[src/rtl/tt_um_uart_rx_d_pkg.sv]
// rtl/tt_um_uart_rx_d_pkg.sv - shared types and pin map for the UART receiver tile
package tt_uart_pkg;

    typedef enum logic [1:0] {
        ST_IDLE  = 2'd0,
        ST_START = 2'd1,
        ST_DATA  = 2'd2,
        ST_STOP  = 2'd3
    } rx_state_e;

    localparam int RX_PIN    = 3;
    localparam int INV_PIN   = 0;
    localparam int VALID_BIT = 0;
    localparam int FERR_BIT  = 1;
    localparam int BUSY_BIT  = 2;

    localparam logic [7:0] UIO_OE_MASK = 8'h07;

endpackage

[src/rtl/tt_um_uart_rx_d_if.sv]
// rtl/tt_um_uart_rx_d_if.sv - received-byte bundle from the receiver core
interface uart_rx_if;
    logic [7:0] data;
    logic       valid;
    logic       frame_err;
    logic       busy;

    modport master (output data, output valid, output frame_err, output busy);
    modport slave  (input  data, input  valid, input  frame_err, input  busy);
endinterface

[src/rtl/tt_um_uart_rx_d_core.sv]
// rtl/tt_um_uart_rx_d_core.sv - 8N1 receiver: synchronizer, mid-bit sampling FSM, byte register
module uart_rx_core
    import tt_uart_pkg::*;
#(
    parameter int CLKS_PER_BIT = 16
) (
    input  logic     clk,
    input  logic     rst_n,
    input  logic     rx_i,
    uart_rx_if.master rx_o
);

    localparam int CW = $clog2(CLKS_PER_BIT);
    localparam logic [CW-1:0] HALF_M1 = CW'(CLKS_PER_BIT / 2 - 1);
    localparam logic [CW-1:0] FULL_M1 = CW'(CLKS_PER_BIT - 1);

    rx_state_e       state_q, state_d;
    logic [1:0]      sync_q, sync_d;
    logic            rxs_d_q, rxs_d_d;
    logic [CW-1:0]   cnt_q, cnt_d;
    logic [2:0]      bit_idx_q, bit_idx_d;
    logic [7:0]      shift_q, shift_d;
    logic [7:0]      data_q, data_d;
    logic            valid_q, valid_d;
    logic            ferr_q, ferr_d;
    logic            rxs;

    assign rxs = sync_q[1];

    // Line idles high, so the synchronizer and edge detector reset to 1 to avoid a false start.
    always_ff @(posedge clk or negedge rst_n) begin
        if (!rst_n) begin
            state_q   <= ST_IDLE;
            sync_q    <= 2'b11;
            rxs_d_q   <= 1'b1;
            cnt_q     <= '0;
            bit_idx_q <= '0;
            shift_q   <= '0;
            data_q    <= '0;
            valid_q   <= 1'b0;
            ferr_q    <= 1'b0;
        end else begin
            state_q   <= state_d;
            sync_q    <= sync_d;
            rxs_d_q   <= rxs_d_d;
            cnt_q     <= cnt_d;
            bit_idx_q <= bit_idx_d;
            shift_q   <= shift_d;
            data_q    <= data_d;
            valid_q   <= valid_d;
            ferr_q    <= ferr_d;
        end
    end

    always_comb begin
        state_d   = state_q;
        sync_d    = {sync_q[0], rx_i};
        rxs_d_d   = rxs;
        cnt_d     = cnt_q;
        bit_idx_d = bit_idx_q;
        shift_d   = shift_q;
        data_d    = data_q;
        valid_d   = 1'b0;
        ferr_d    = ferr_q;

        case (state_q)
            ST_IDLE: begin
                if (rxs_d_q && !rxs) begin
                    state_d = ST_START;
                    cnt_d   = '0;
                end
            end
            ST_START: begin
                if (cnt_q == HALF_M1) begin
                    if (!rxs) begin
                        state_d   = ST_DATA;
                        cnt_d     = '0;
                        bit_idx_d = '0;
                    end else begin
                        state_d = ST_IDLE;
                    end
                end else begin
                    cnt_d = cnt_q + CW'(1);
                end
            end
            ST_DATA: begin
                if (cnt_q == FULL_M1) begin
                    cnt_d     = '0;
                    shift_d   = {rxs, shift_q[7:1]};
                    bit_idx_d = bit_idx_q + 3'd1;
                    if (bit_idx_q == 3'd7) begin
                        state_d = ST_STOP;
                    end
                end else begin
                    cnt_d = cnt_q + CW'(1);
                end
            end
            ST_STOP: begin
                if (cnt_q == FULL_M1) begin
                    cnt_d   = '0;
                    state_d = ST_IDLE;
                    if (rxs) begin
                        data_d  = shift_q;
                        valid_d = 1'b1;
                        ferr_d  = 1'b0;
                    end else begin
                        ferr_d = 1'b1;
                    end
                end else begin
                    cnt_d = cnt_q + CW'(1);
                end
            end
            default: state_d = ST_IDLE;
        endcase
    end

    assign rx_o.data      = data_q;
    assign rx_o.valid     = valid_q;
    assign rx_o.frame_err = ferr_q;
    assign rx_o.busy      = (state_q != ST_IDLE);

endmodule

[src/rtl/tt_um_uart_rx_d.sv]
// rtl/tt_um_uart_rx_d.sv - Tiny Tapeout pin wrapper around the UART receiver core
module tt_um_uart_rx_d
    import tt_uart_pkg::*;
#(
    parameter int CLKS_PER_BIT = 16
) (
    input  logic [7:0] ui_in,
    output logic [7:0] uo_out,
    input  logic [7:0] uio_in,
    output logic [7:0] uio_out,
    output logic [7:0] uio_oe,
    input  logic       ena,
    input  logic       clk,
    input  logic       rst_n
);

    uart_rx_if rx_bus ();

    uart_rx_core #(
        .CLKS_PER_BIT(CLKS_PER_BIT)
    ) u_core (
        .clk  (clk),
        .rst_n(rst_n),
        .rx_i (ui_in[RX_PIN]),
        .rx_o (rx_bus.master)
    );

    // Inversion is deliberately combinational so the pin toggles the output in the same cycle.
    assign uo_out = ui_in[INV_PIN] ? ~rx_bus.data : rx_bus.data;

    always_comb begin
        uio_out            = 8'h00;
        uio_out[VALID_BIT] = rx_bus.valid;
        uio_out[FERR_BIT]  = rx_bus.frame_err;
        uio_out[BUSY_BIT]  = rx_bus.busy;
    end

    assign uio_oe = UIO_OE_MASK;

    logic unused_pins;
    assign unused_pins = &{1'b0, ena, uio_in, ui_in[7:4], ui_in[2:1]};

endmodule

[config.mk]
export PLATFORM = sky130hd
export DESIGN_NAME = tt_um_uart_rx_d
export DESIGN_NICKNAME = d
export VERILOG_FILES = /design/src/rtl/tt_um_uart_rx_d_pkg.sv /design/src/rtl/tt_um_uart_rx_d_if.sv /design/src/rtl/tt_um_uart_rx_d_core.sv /design/src/rtl/tt_um_uart_rx_d.sv
export SDC_FILE = /design/constraint.sdc
export NUM_CORES = 1
export LEC_CHECK = 0
export ABC_CLOCK_PERIOD_IN_PS = 1700
export CAP_MARGIN = 5
export CORE_ASPECT_RATIO = 0.9
export CORE_MARGIN = 4
export CORE_UTILIZATION = 49
export DETAILED_ROUTE_END_ITERATION = 16
export DONT_BUFFER_PORTS = 1
export PLACE_DENSITY = 0.66
export SLEW_MARGIN = 20
export SYNTH_ARGS = -nofsm -noshare
export SYNTH_HDL_FRONTEND = slang
export SYNTH_SLANG_ARGS = --single-unit
[constraint.sdc]
create_clock -name clk -period 1.7 [get_ports clk]
set_clock_uncertainty 0.15 [all_clocks]
set_input_delay 0.51 -clock clk [delete_from_list [all_inputs] [get_ports clk]]
set_output_delay 0.51 -clock clk [all_outputs]
set_load 0.005 [all_outputs]
-- After elaboration in Yosys (flattened, before gate mapping)
Index checks and enable logic that the tools add are counted.
- register bits: 30
- input port bits: 19
- logic and storage cells: 58
- output and inout port bits: 24
- add/subtract/negate cells: 2
- equal/unequal tests: 13
- mux-type cells: 21
- bitwise gates (word level): 1
- reductions and logical operators: 12
- operators with widths (cell ; number):
    $mux 4 ; 4
    $mux 2 ; 6
    $pmux 4 s3 ; 1
    $ne 2x1->1 const B ; 5
    $mux 3 ; 3
    $mux 8 ; 1
    $not 8->8 ; 1
    $pmux 2 s4 ; 1
    $pmux 3 s2 ; 1
    $reduce_and 2->1 ; 3
    $reduce_and 5->1 ; 1
    $add 4x1->4 const B ; 1
    $eq 2x2->1 const B ; 2
    $eq 4x3->1 const B ; 1
    $eq 4x4->1 const B ; 1
    $mux 1 ; 4
    $reduce_and 4->1 ; 1
    $reduce_bool 2->1 ; 2
    $add 3x1->3 const B ; 1
    $eq 3x3->1 const B ; 1
    $ne 3x3->1 const B ; 1
    $reduce_and 3->1 ; 1
    $eq 2x1->1 const B ; 1
    $logic_not 2->1 ; 1
    other kinds (4) ; 4

-- Depth between registers and ports, before layout
- word-level depth: 4
- mapped depth: 6
- mapped depth without buffers: 6

-- Hierarchy
From an unflattened synthesis, not the netlist that was laid out.
- cells, all modules: 129
- area total of the unflattened synthesis: 1541.5 µm²
- by module, submodules not included (module ; instances ; seq. area each (µm²) ; area an instance (µm²) ; cells each):
    uart_rx_core ; 1 ; 754.5 ; 1332.5 ; 102
    tt_um_uart_rx_d ; 1 ; 0.0 ; 209.0 ; 27

-- Worst setup path before layout
Ideal clock, no wire load.
- path kind: register -> register
- start point: register u_core.cnt_q[0]
- end point: register u_core.shift_q[1]
- cell stages (with the launch flop): 6
- arrival time: 1.452 ns
- required time: 1.425 ns
- setup slack: -0.026 ns
- period minus slack after synthesis: 1.726 ns
- setup time: 0.125 ns
- path buffers: 1
- cell sequence: dfrtp_1 > ha_1 > nand2_1 > nor3_2 > buf_2 > mux2_2
- cells in the longest elaborated chain, start to end: 2
- RTL lines (what ; RTL line ; text):
    start: declaration ; tt_um_uart_rx_d_core.sv:20 ; logic [CW-1:0] cnt_q, cnt_d;
    start signal: assignment ; tt_um_uart_rx_d_core.sv:46 ; cnt_q <= cnt_d;
    $eq 4x4->1 ; tt_um_uart_rx_d_core.sv:87 ; if (cnt_q == FULL_M1) begin
    $reduce_and 2->1 (no line) ; -- ;
    end signal: assignment ; tt_um_uart_rx_d_core.sv:48 ; shift_q <= shift_d;
    end: declaration ; tt_um_uart_rx_d_core.sv:22 ; logic [7:0] shift_q, shift_d;
No other way between the ends.
A chain may end at the register's enable or synchronous reset.

==> impl_results.md <==
* Status: finished with violations
* Violated checks: negative setup slack
* Syn Inst Count at 122
* Initial core utilization at 52.0%
* Die H at 59.9 um
* Clock tree from TritonCTS: done
* CP Class: register to output pin
* # fillers at 246
* # rows at 18
* DRC at 0
* CTS Buffer Depth at 2
* Slowest cell on the critical path: dfrtp_2
* Compound-Gate Fraction of Synth Area at 8.11%
* Sw frac at 31.0%
* Fraction of layout cells with a size suffix above 1 at 39.4%
* Sequential share of power at 42.6%
* TritonRoute pass-1 iters at 4
* Top delay family on crit path: flip-flops
* Die X at 65.6 um
* Clock power share at 26.4%
* Sw power at 0.635 mW
* CP Data Required Time at 1.04 ns
* Pwr per Cell Area at 1240 nW/um^2
* Max rail drop VDD at 550 uV
* DP HPWL at 1660 um
* CP Capture Type: output pin
* Clk root buf: clkbuf_4
* Worst path max stage delay at 0.44 ns
* MaxCap Viol Count at 0
* Total power at 2.05 mW
* Wire length per cell at 12.9 um
* Post-Synth Simple-Gate Area at 8.03%
* Internal reg-to-reg setup slack at 0.06 ns
* Post-synthesis mux area share at 13.3%
* Main combinational cell family by area after synthesis: multiplexers
* Mapped cell area at 1470 um^2
* Internal at 1.42 mW
* Skew-Pair Late Insertion Delay at 0.31 ns
* Vias after detailed routing at 862
* Initial antenna violation count at 0
* Num ports at 43
* Grt total ovfl at 0
* Core area at 2820 um^2
* Nets at 158
* Overall Global Routing Usage at 12.9%
* Hold Vio Cnt, Final at 0
* GP Congestion at 0.869
* Combinational Power Share at 31.0%
* Initial DRC count at 45
* Wirelength, routed at 2280 um
* CP Cell Sequence: or2_4
* Sink Count at 30
* Num CTS Buffers at 5
* #FFs+latches synth at 30
* Final WS setup at -0.0105 ns
* Min Tclk post-route at 1.71 ns
* Worst Hold Class: input port to register
* Fmax at 585 MHz
* Clock transition at path regs at 0.09 ns
* WP buf/inv at 0
* Yosys warnings at 0
* Crit-path max FO at 6
* Worst setup SP type: register
* Sequential cell area at 756 um^2
* Slew Limit Fails at 0
* Final ANT Viol Nets at 0
* Dpl ws at 0.0430 ns
* Pleak at 0.840 nW
* Yosys cell types at 33
* Area of the multi-input gates at 613 um^2
* Adder-Cell Fraction of Synth Area at 2.56%
* H-tree depth at 2
* Xor-xnor portion of the synthesized cell area at 5.38%
* Largest net degree at the start of global routing at 31
* Vias in the first global route at 825
* First-pass GRT wire length at 3770 um
* Buffers on Ports at 0
* WHS at 0.0413 ns
* Critical Path AT at 1.05 ns
* RSZ-0062 raised after global routing: yes
* Area growth syn-to-layout at 13.0%
* Syn_area_per_cell at 12.0 um^2
* Vias per cell at 4.87
* Final setup fails at 1
* Fin crit share at 101%
* Part of the Yosys area used for sequential elements at 51.5%
* Die Area at 3930 um^2
* ANT cells at 0
==> power groups by stage <==
stage	Clock, mW	Sequential (mW)	Combinational (mW)
final	0.541	0.874	0.636
after global routing	0.591	0.884	0.705
after CTS	0.558	0.871	0.546
after detailed placement	0	0.884	0.512
after global placement	0	0.880	0.494
after floorplan	0	0.880	0.403
==> final timing paths <==
kind                                                from                         endpoint  depth (start not counted)
min reg2reg                   u_core.sync_q[0]$_DFF_PN1_       u_core.sync_q[1]$_DFF_PN1_                          0
max in group asynchronous                          rst_n         u_core.rxs_d_q$_DFF_PN1_                          2
max reg2reg                u_core.state_q[0]$_DFFE_PN0P_  u_core.bit_idx_q[0]$_DFFE_PN0P_                          4
min in group asynchronous                          rst_n  u_core.rx_o.data[6]$_DFFE_PN0P_                          2
max                                             register                       uio_out[2]                          1
min                                             ui_in[3]       u_core.sync_q[0]$_DFF_PN1_                          0
==> state kept, by name, summed over array words and instances (netlist names), named ones only <==
register and cells:
u_core.sync_q 2, u_core.rx_o.data 8, u_core.cnt_q 4, u_core.rx_o.frame_err 1
u_core.bit_idx_q 3, u_core.rx_o.valid 1, u_core.shift_q 8, u_core.state_q 1
u_core.rxs_d_q 1
==> Yosys cell counts, drive strengths merged <==
master	instances	share of area, %
dfstp	3	5.4
conb	2	0.51
a31oi	2	0.85
nand2	5	1.5
or2	1	0.43
o21ai	8	3.0
a211o	1	0.60
dfrtp	27	46
ha	3	2.6
o22a	1	0.60
buf	18	9.3
or3b	1	0.60
inv	3	0.77
clkbuf	2	0.51
o31ai	1	0.51
nor2	3	0.77
mux2	17	13
o22ai	1	0.43
nand3	3	1.0
xor2	9	5.4
a22o	2	1.2
nor2b	1	0.43
nand2b	2	0.85
nor3	4	2.5
a21oi	2	0.94
==> cell families after synthesis <==
| family | count (synthesis) |
|---|---|
| other cells | 2 |
| fa+ha+maj | 3 |
| buf+inv | 23 |
| compound gates | 18 |
| flops | 30 |
| xor+xnor | 9 |
| mux | 17 |
| simple gates | 20 |
==> repair_timing <==
item	CTS	global route
pin swaps	1	2
setup endpoints to repair	1	12
endpoints found under the hold margin	30	0
setup buffers	0	3
hold buffers	2	0
gates resized for setup	1	5
==> metrics by stage <==
step | instances | area [um^2] | util, % | TNS, ns
global route | 177 | 1660 | 58.8 | -0.110
CTS | 174 | 1620 | 57.5 | -0.0169
detailed placement | 164 | 1510 | 53.6 | 0
global placement | 164 | 1510 | 53.6 | 0
floorplan | 133 | 1510 | - | 0
finish | 177 | 1660 | 58.8 | -0.0105
==> cell type report <==
type                            count  area share (%)
Clock inverter                      3            2.42
Sequential cell                    30            45.7
Timing Repair Buffer               16            8.92
Multi-Input combinational cell     80            37.0
Inverter                            3           0.680
Clock buffer                        5            2.27
Tap cell                           40            3.02
==> per-layer routing <==
layer  vias up  GRT usage [%]  wire length [um]
met2        26           19.1               994
met1       416           16.9              1100
met5         -              0                 0
met4         0           5.03                15
li1        418              -                 -
met3         2           5.26               168
==> placed cells by master (no fill, tap or decap), drive strengths merged, types with 4 or more instances in the layout <==
| cell type | n |
|---|---|
| dfrtp | 27 |
| mux2 | 17 |
| buf | 15 |
| conb | 13 |
| xor2 | 9 |
| o21ai | 8 |
| clkbuf | 5 |
| nand2 | 5 |
| nor3 | 4 |
(Power assumes the default switching activity.)
==> RTL change 1: new RTL, same settings <==
Encoding of `rx_state_e`: now Gray code (2 bits for 4 states).
--- a/src/rtl/tt_um_uart_rx_d_pkg.sv
+++ b/src/rtl/tt_um_uart_rx_d_pkg.sv
@@ -3,8 +3,8 @@
 
     typedef enum logic [1:0] {
-        ST_IDLE  = 2'd0,
-        ST_START = 2'd1,
-        ST_DATA  = 2'd2,
-        ST_STOP  = 2'd3
+        ST_IDLE  = 2'b00,
+        ST_START = 2'b01,
+        ST_DATA  = 2'b11,
+        ST_STOP  = 2'b10
     } rx_state_e;
 
Function: no difference found for any inputs over 10 cycles, from zero or initial values and one cycle with rst_n low; not proved beyond that.
==> RTL change 1 against the unedited design <==
The flow still finishes with violations (negative setup slack). Fmax decreased by 3.3%. Total power increased by 9.2%. Wire length increased by 21%. Sequential cell count unchanged. Worst setup slack got worse by 0.058 ns. Cell area increased by 7.7%. Register-to-register slack got worse by 0.13 ns. Area after synthesis increased by 1.5%. Critical path depth increased by 4. Non-clock buffer count increased by 8. Critical endpoint is now u_core.rx_o.data[7]. Largest cell class unchanged. Largest power group unchanged.
==> RTL change 1: results (changes against the unedited design) <==
run status: finished, violations left (unchanged)
violations in the final reports: negative setup slack (unchanged)
share of the synthesized area in compound gates (AO/OA/AOI/OAI): 6.902% (was 8.113%)
total track usage: 15.57% (was 12.90%)
adder and majority gate portion of the synthesized area: 2.525% (was 2.562%)
logic depth of the worst register-to-register path: 5 (was 4)
cell types occupying the most area after synthesis: sky130_fd_sc_hd__dfrtp_1 (45%), sky130_fd_sc_hd__mux2_2 (14%), sky130_fd_sc_hd__buf_4 (8.6%) (was sky130_fd_sc_hd__dfrtp_1 (46%), sky130_fd_sc_hd__mux2_2 (12%), sky130_fd_sc_hd__buf_4 (8.2%))
top cell types by occurrence after synthesis: sky130_fd_sc_hd__dfrtp_1 (27), sky130_fd_sc_hd__mux2_2 (19), sky130_fd_sc_hd__buf_4 (17) (was sky130_fd_sc_hd__dfrtp_1 (27), sky130_fd_sc_hd__buf_4 (16), sky130_fd_sc_hd__mux2_2 (16))
global-route wire length before repair: 4505 um (was 3767 um)
final hold slack: 0.2091 ns (was 0.04129 ns)
sum of negative setup slack: -0.4423 ns (was -0.01048 ns)
Crit Path Max Fanout: 5 (was 6)
Synth cell types: 31 (was 33)
Synth Area in XOR/XNOR: 5.303% (was 5.380%)
fraction of the yosys area taken by sequential cells: 50.76% (was 51.49%)
worst IR drop on VDD: 0.7572 mV (was 0.5495 mV)
total setup violations reported at the end of the flow: 8 (was 1)
worst-path cell with the longest stage delay: sky130_fd_sc_hd__dfrtp_1 (was sky130_fd_sc_hd__dfrtp_2)
reported leakage power: 0.8900 nW (was 0.8399 nW)
mux share of post-synthesis cell area: 15.07% (was 13.32%)
Final GP Congestion: 0.7888 (was 0.8691)
fill cell instance count of the final layout: 224 (was 246)
via/cell ratio: 5.080 (was 4.870)
Post-Place Worst Slack: -0.09421 ns (was 0.04302 ns)
launch point of the worst reg-to-reg path: u_core.state_q[1] (was u_core.state_q[0])
hold_sp: u_core.sync_q[0] (was ui_in[3])
crit path setup slack, layout: -0.06856 ns (was -0.01048 ns)
synthesized instance count: 125 (was 122)
# placed instances: 166 (was 164)
placed cell area: 0.001515 mm2 (was 0.001508 mm2)
utilization after layout: 63.33% (was 58.80%)
non-filler instance count after layout: 188 (was 177)
destination of the worst hold path: u_core.sync_q[1] (was u_core.sync_q[0])
CP top delay family: simple AND/OR/NAND/NOR gates (was flip-flops)
half-perimeter wire length after placement: 1754 um (was 1658 um)
capture point of the critical path: u_core.rx_o.data[7] (was uio_out[2])
-- RTL change 1: cell families after synthesis --
group,Yosys count
flip-flops,30
AO/OA/AOI/OAI,16
multiplexers,20
adder cells (fa/ha/maj),3
buffers and inverters,25
XOR/XNOR,9
AND/OR/NAND/NOR,20
other,2
-- RTL change 1: power by group through the flow --
stage	Sequential [mW]	Clock, mW	Combinational, mW
2_1_floorplan	0.965	0	0.503
3_3_place_gp	1.00	0	0.582
3_5_place_dp	1.01	0	0.617
4_1_cts	1.01	0.455	0.722
5_1_grt	1.03	0.489	0.882
6_report	1.01	0.432	0.795
-- RTL change 1: timing repair --
| item | in CTS | in global routing |
|---|---|---|
| buffers inserted | 7 | 3 |
| cloned | 1 | 0 |
| hold endpoints to repair | 30 | 1 |
| hold buffers | 2 | 1 |
| pin swaps | 2 | 1 |
| setup endpoints to repair | 21 | 24 |
| gates resized for setup | 15 | 9 |
-- RTL change 1: layout make-up --
cell class | count | share of cell area, %
well taps | 40 | 2.807
clock buffers | 7 | 3.088
repair buffers | 24 | 11.93
inverters | 5 | 1.053
multi-input cells | 81 | 38.53
flip-flops and latches | 30 | 42.32
clock inverters | 1 | 0.2807
-- RTL change 1: routing by layer --
layer	vias to the layer above	routed length [um]	GRT usage [%]	share of wire, %
met5	-	0	0	0
met3	2	177	6.391	6.4
met2	30	1269	22.71	46
met1	479	1293	20.79	47
li1	444	-	-	-
met4	0	19	5.797	0.69
==> RTL change 2: new RTL, config.mk and constraints unchanged <==
Without the edit above. `CLKS_PER_BIT` is set to 16 in 2 places; all go to 8.
--- a/src/rtl/tt_um_uart_rx_d_core.sv
+++ b/src/rtl/tt_um_uart_rx_d_core.sv
@@ -3,5 +3,5 @@
     import tt_uart_pkg::*;
 #(
-    parameter int CLKS_PER_BIT = 16
+    parameter int CLKS_PER_BIT = 8
 ) (
     input  logic     clk,
--- a/src/rtl/tt_um_uart_rx_d.sv
+++ b/src/rtl/tt_um_uart_rx_d.sv
@@ -3,5 +3,5 @@
     import tt_uart_pkg::*;
 #(
-    parameter int CLKS_PER_BIT = 16
+    parameter int CLKS_PER_BIT = 8
 ) (
     input  logic [7:0] ui_in,
Check against the original RTL: not equivalent (a bounded check fails within 10 cycles, from zero or initial values and one cycle with rst_n low).
==> RTL change 2 against the unedited design <==
Cell area up 3.6%. Total power is 5.8% higher. Area after synthesis rose by 2.4%. Sequential cell count shrank 1. Worst setup slack improved by 0.023 ns. Wire length grew 9.1%. Synthesized cell count is 4.1% lower. Sequential power is 5.1% higher. Critical endpoint is now u_core.bit_idx_q[0]. Largest cell class is now multi-input combinational cells. Largest power group unchanged.
==> RTL change 2: results (changes against the unedited design) <==
reported leakage power: 0.8394 nW (was 0.8399 nW)
largest net degree at the start of global routing: 30 (was 31)
top cell types by occurrence after synthesis: sky130_fd_sc_hd__dfrtp_1 (26), sky130_fd_sc_hd__buf_4 (17), sky130_fd_sc_hd__mux2_2 (10) (was sky130_fd_sc_hd__dfrtp_1 (27), sky130_fd_sc_hd__buf_4 (16), sky130_fd_sc_hd__mux2_2 (16))
data arrival time of the critical path: 1.74 ns (was 1.05 ns)
GR Layer Usage met1: 16.71% (was 16.87%)
non-filler instance count after layout: 170 (was 177)
Synth cell types: 30 (was 33)
Final GP Congestion: 0.8336 (was 0.8691)
final hold slack: 0.03319 ns (was 0.04129 ns)
run status: finished, final reports clean (was finished, violations left)
category of the most critical setup path: flip-flop to flip-flop (was flip-flop to output pin)
Post-Place Worst Slack: -0.04788 ns (was 0.04302 ns)
vias in the first global route: 877 (was 825)
highest cell delay on the worst timing path: 0.41 ns (was 0.44 ns)
adder and majority gate portion of the synthesized area: 5.004% (was 2.562%)
Mapped Avg Cell Area: 12.82 um2 (was 12.01 um2)
number of DRC markers in iteration 0: 34 (was 45)
worst IR drop on VDD: 0.7353 mV (was 0.5495 mV)
ratio of cells with drive above 1 in the final layout: 42.31% (was 39.42%)
fill cell instance count of the final layout: 245 (was 246)
GR Layer Usage met2: 23.06% (was 19.14%)
logic depth of the worst register-to-register path: 5 (was 4)
half-perimeter wire length after placement: 1534 um (was 1658 um)
fraction of the yosys area taken by sequential cells: 48.62% (was 51.49%)
Synth Area in XOR/XNOR: 4.671% (was 5.380%)
final net count: 154 (was 158)
cell types occupying the most area after synthesis: sky130_fd_sc_hd__dfrtp_1 (43%), sky130_fd_sc_hd__buf_4 (8.5%), sky130_fd_sc_hd__mux2_4 (8.0%) (was sky130_fd_sc_hd__dfrtp_1 (46%), sky130_fd_sc_hd__mux2_2 (12%), sky130_fd_sc_hd__buf_4 (8.2%))
via/cell ratio: 4.971 (was 4.870)
total track usage: 14.23% (was 12.90%)
final wirelength: 2483 um (was 2276 um)
## RTL change 2: changes by cell type in the layout (fill, tap and decap cells not counted), sizes merged, moves of 2 or more
| cell | unedited run | this run |
|---|---|---|
| buf | 15 | 12 |
| o21ai | 8 | 4 |
| nand2 | 5 | 2 |
| ha | 3 | 6 |
| nor3 | 4 | 1 |
| nand4 | 0 | 2 |
| nand3 | 3 | 1 |
| inv | 3 | 6 |
## RTL change 2: per-layer routing
metal / wire (um) / vias to the layer above
met2: 1203 / 23
met4: 34 / 0
met3: 145 / 4
met5: 0 / -
met1: 1099 / 422
li1: - / 396
## RTL change 2: power by group
part	total [mW]	switching, mW	internal (mW)	leakage (nW)
clock network	0.381	0.224	0.157	0.0320
logic	0.870	0.423	0.447	0.427
registers	0.919	0.105	0.814	0.381
total	2.17	0.751	1.42	0.839
## RTL change 2: what timing repair did
| item | 4_1_cts | 5_1_grt |
|---|---|---|
| endpoints found under the hold margin | 29 | 0 |
| gates resized for setup | 6 | 9 |
| gates cloned | 1 | 0 |
| setup buffers | 4 | 0 |
| endpoints found under the setup margin | 16 | 16 |
| hold buffers | 2 | 0 |
| pin swaps | 3 | 0 |
## RTL change 2: logic make-up (layout without fill, tap and decap cells)
kind of cell             after synthesis  after routing
flip-flops                            29             29
buffers and inverters                 26             27
adder cells (fa/ha/maj)                6              6
XOR/XNOR                               8              8
AO/OA/AOI/OAI                         15             15
other                                  2             13
AND/OR/NAND/NOR                       13             14
multiplexers                          18             18
## RTL change 2: final cells by class
class | instances | area (um2) | share of cell area (%)
inverter | 6 | 22.52 | 1.314
tap | 40 | 50.05 | 2.920
clock inverter | 2 | 10.01 | 0.5839
sequential | 29 | 730.7 | 42.63
clock buffer | 6 | 41.29 | 2.409
timing repair buffer | 13 | 112.6 | 6.569
multi-input combinational | 74 | 747.0 | 43.58
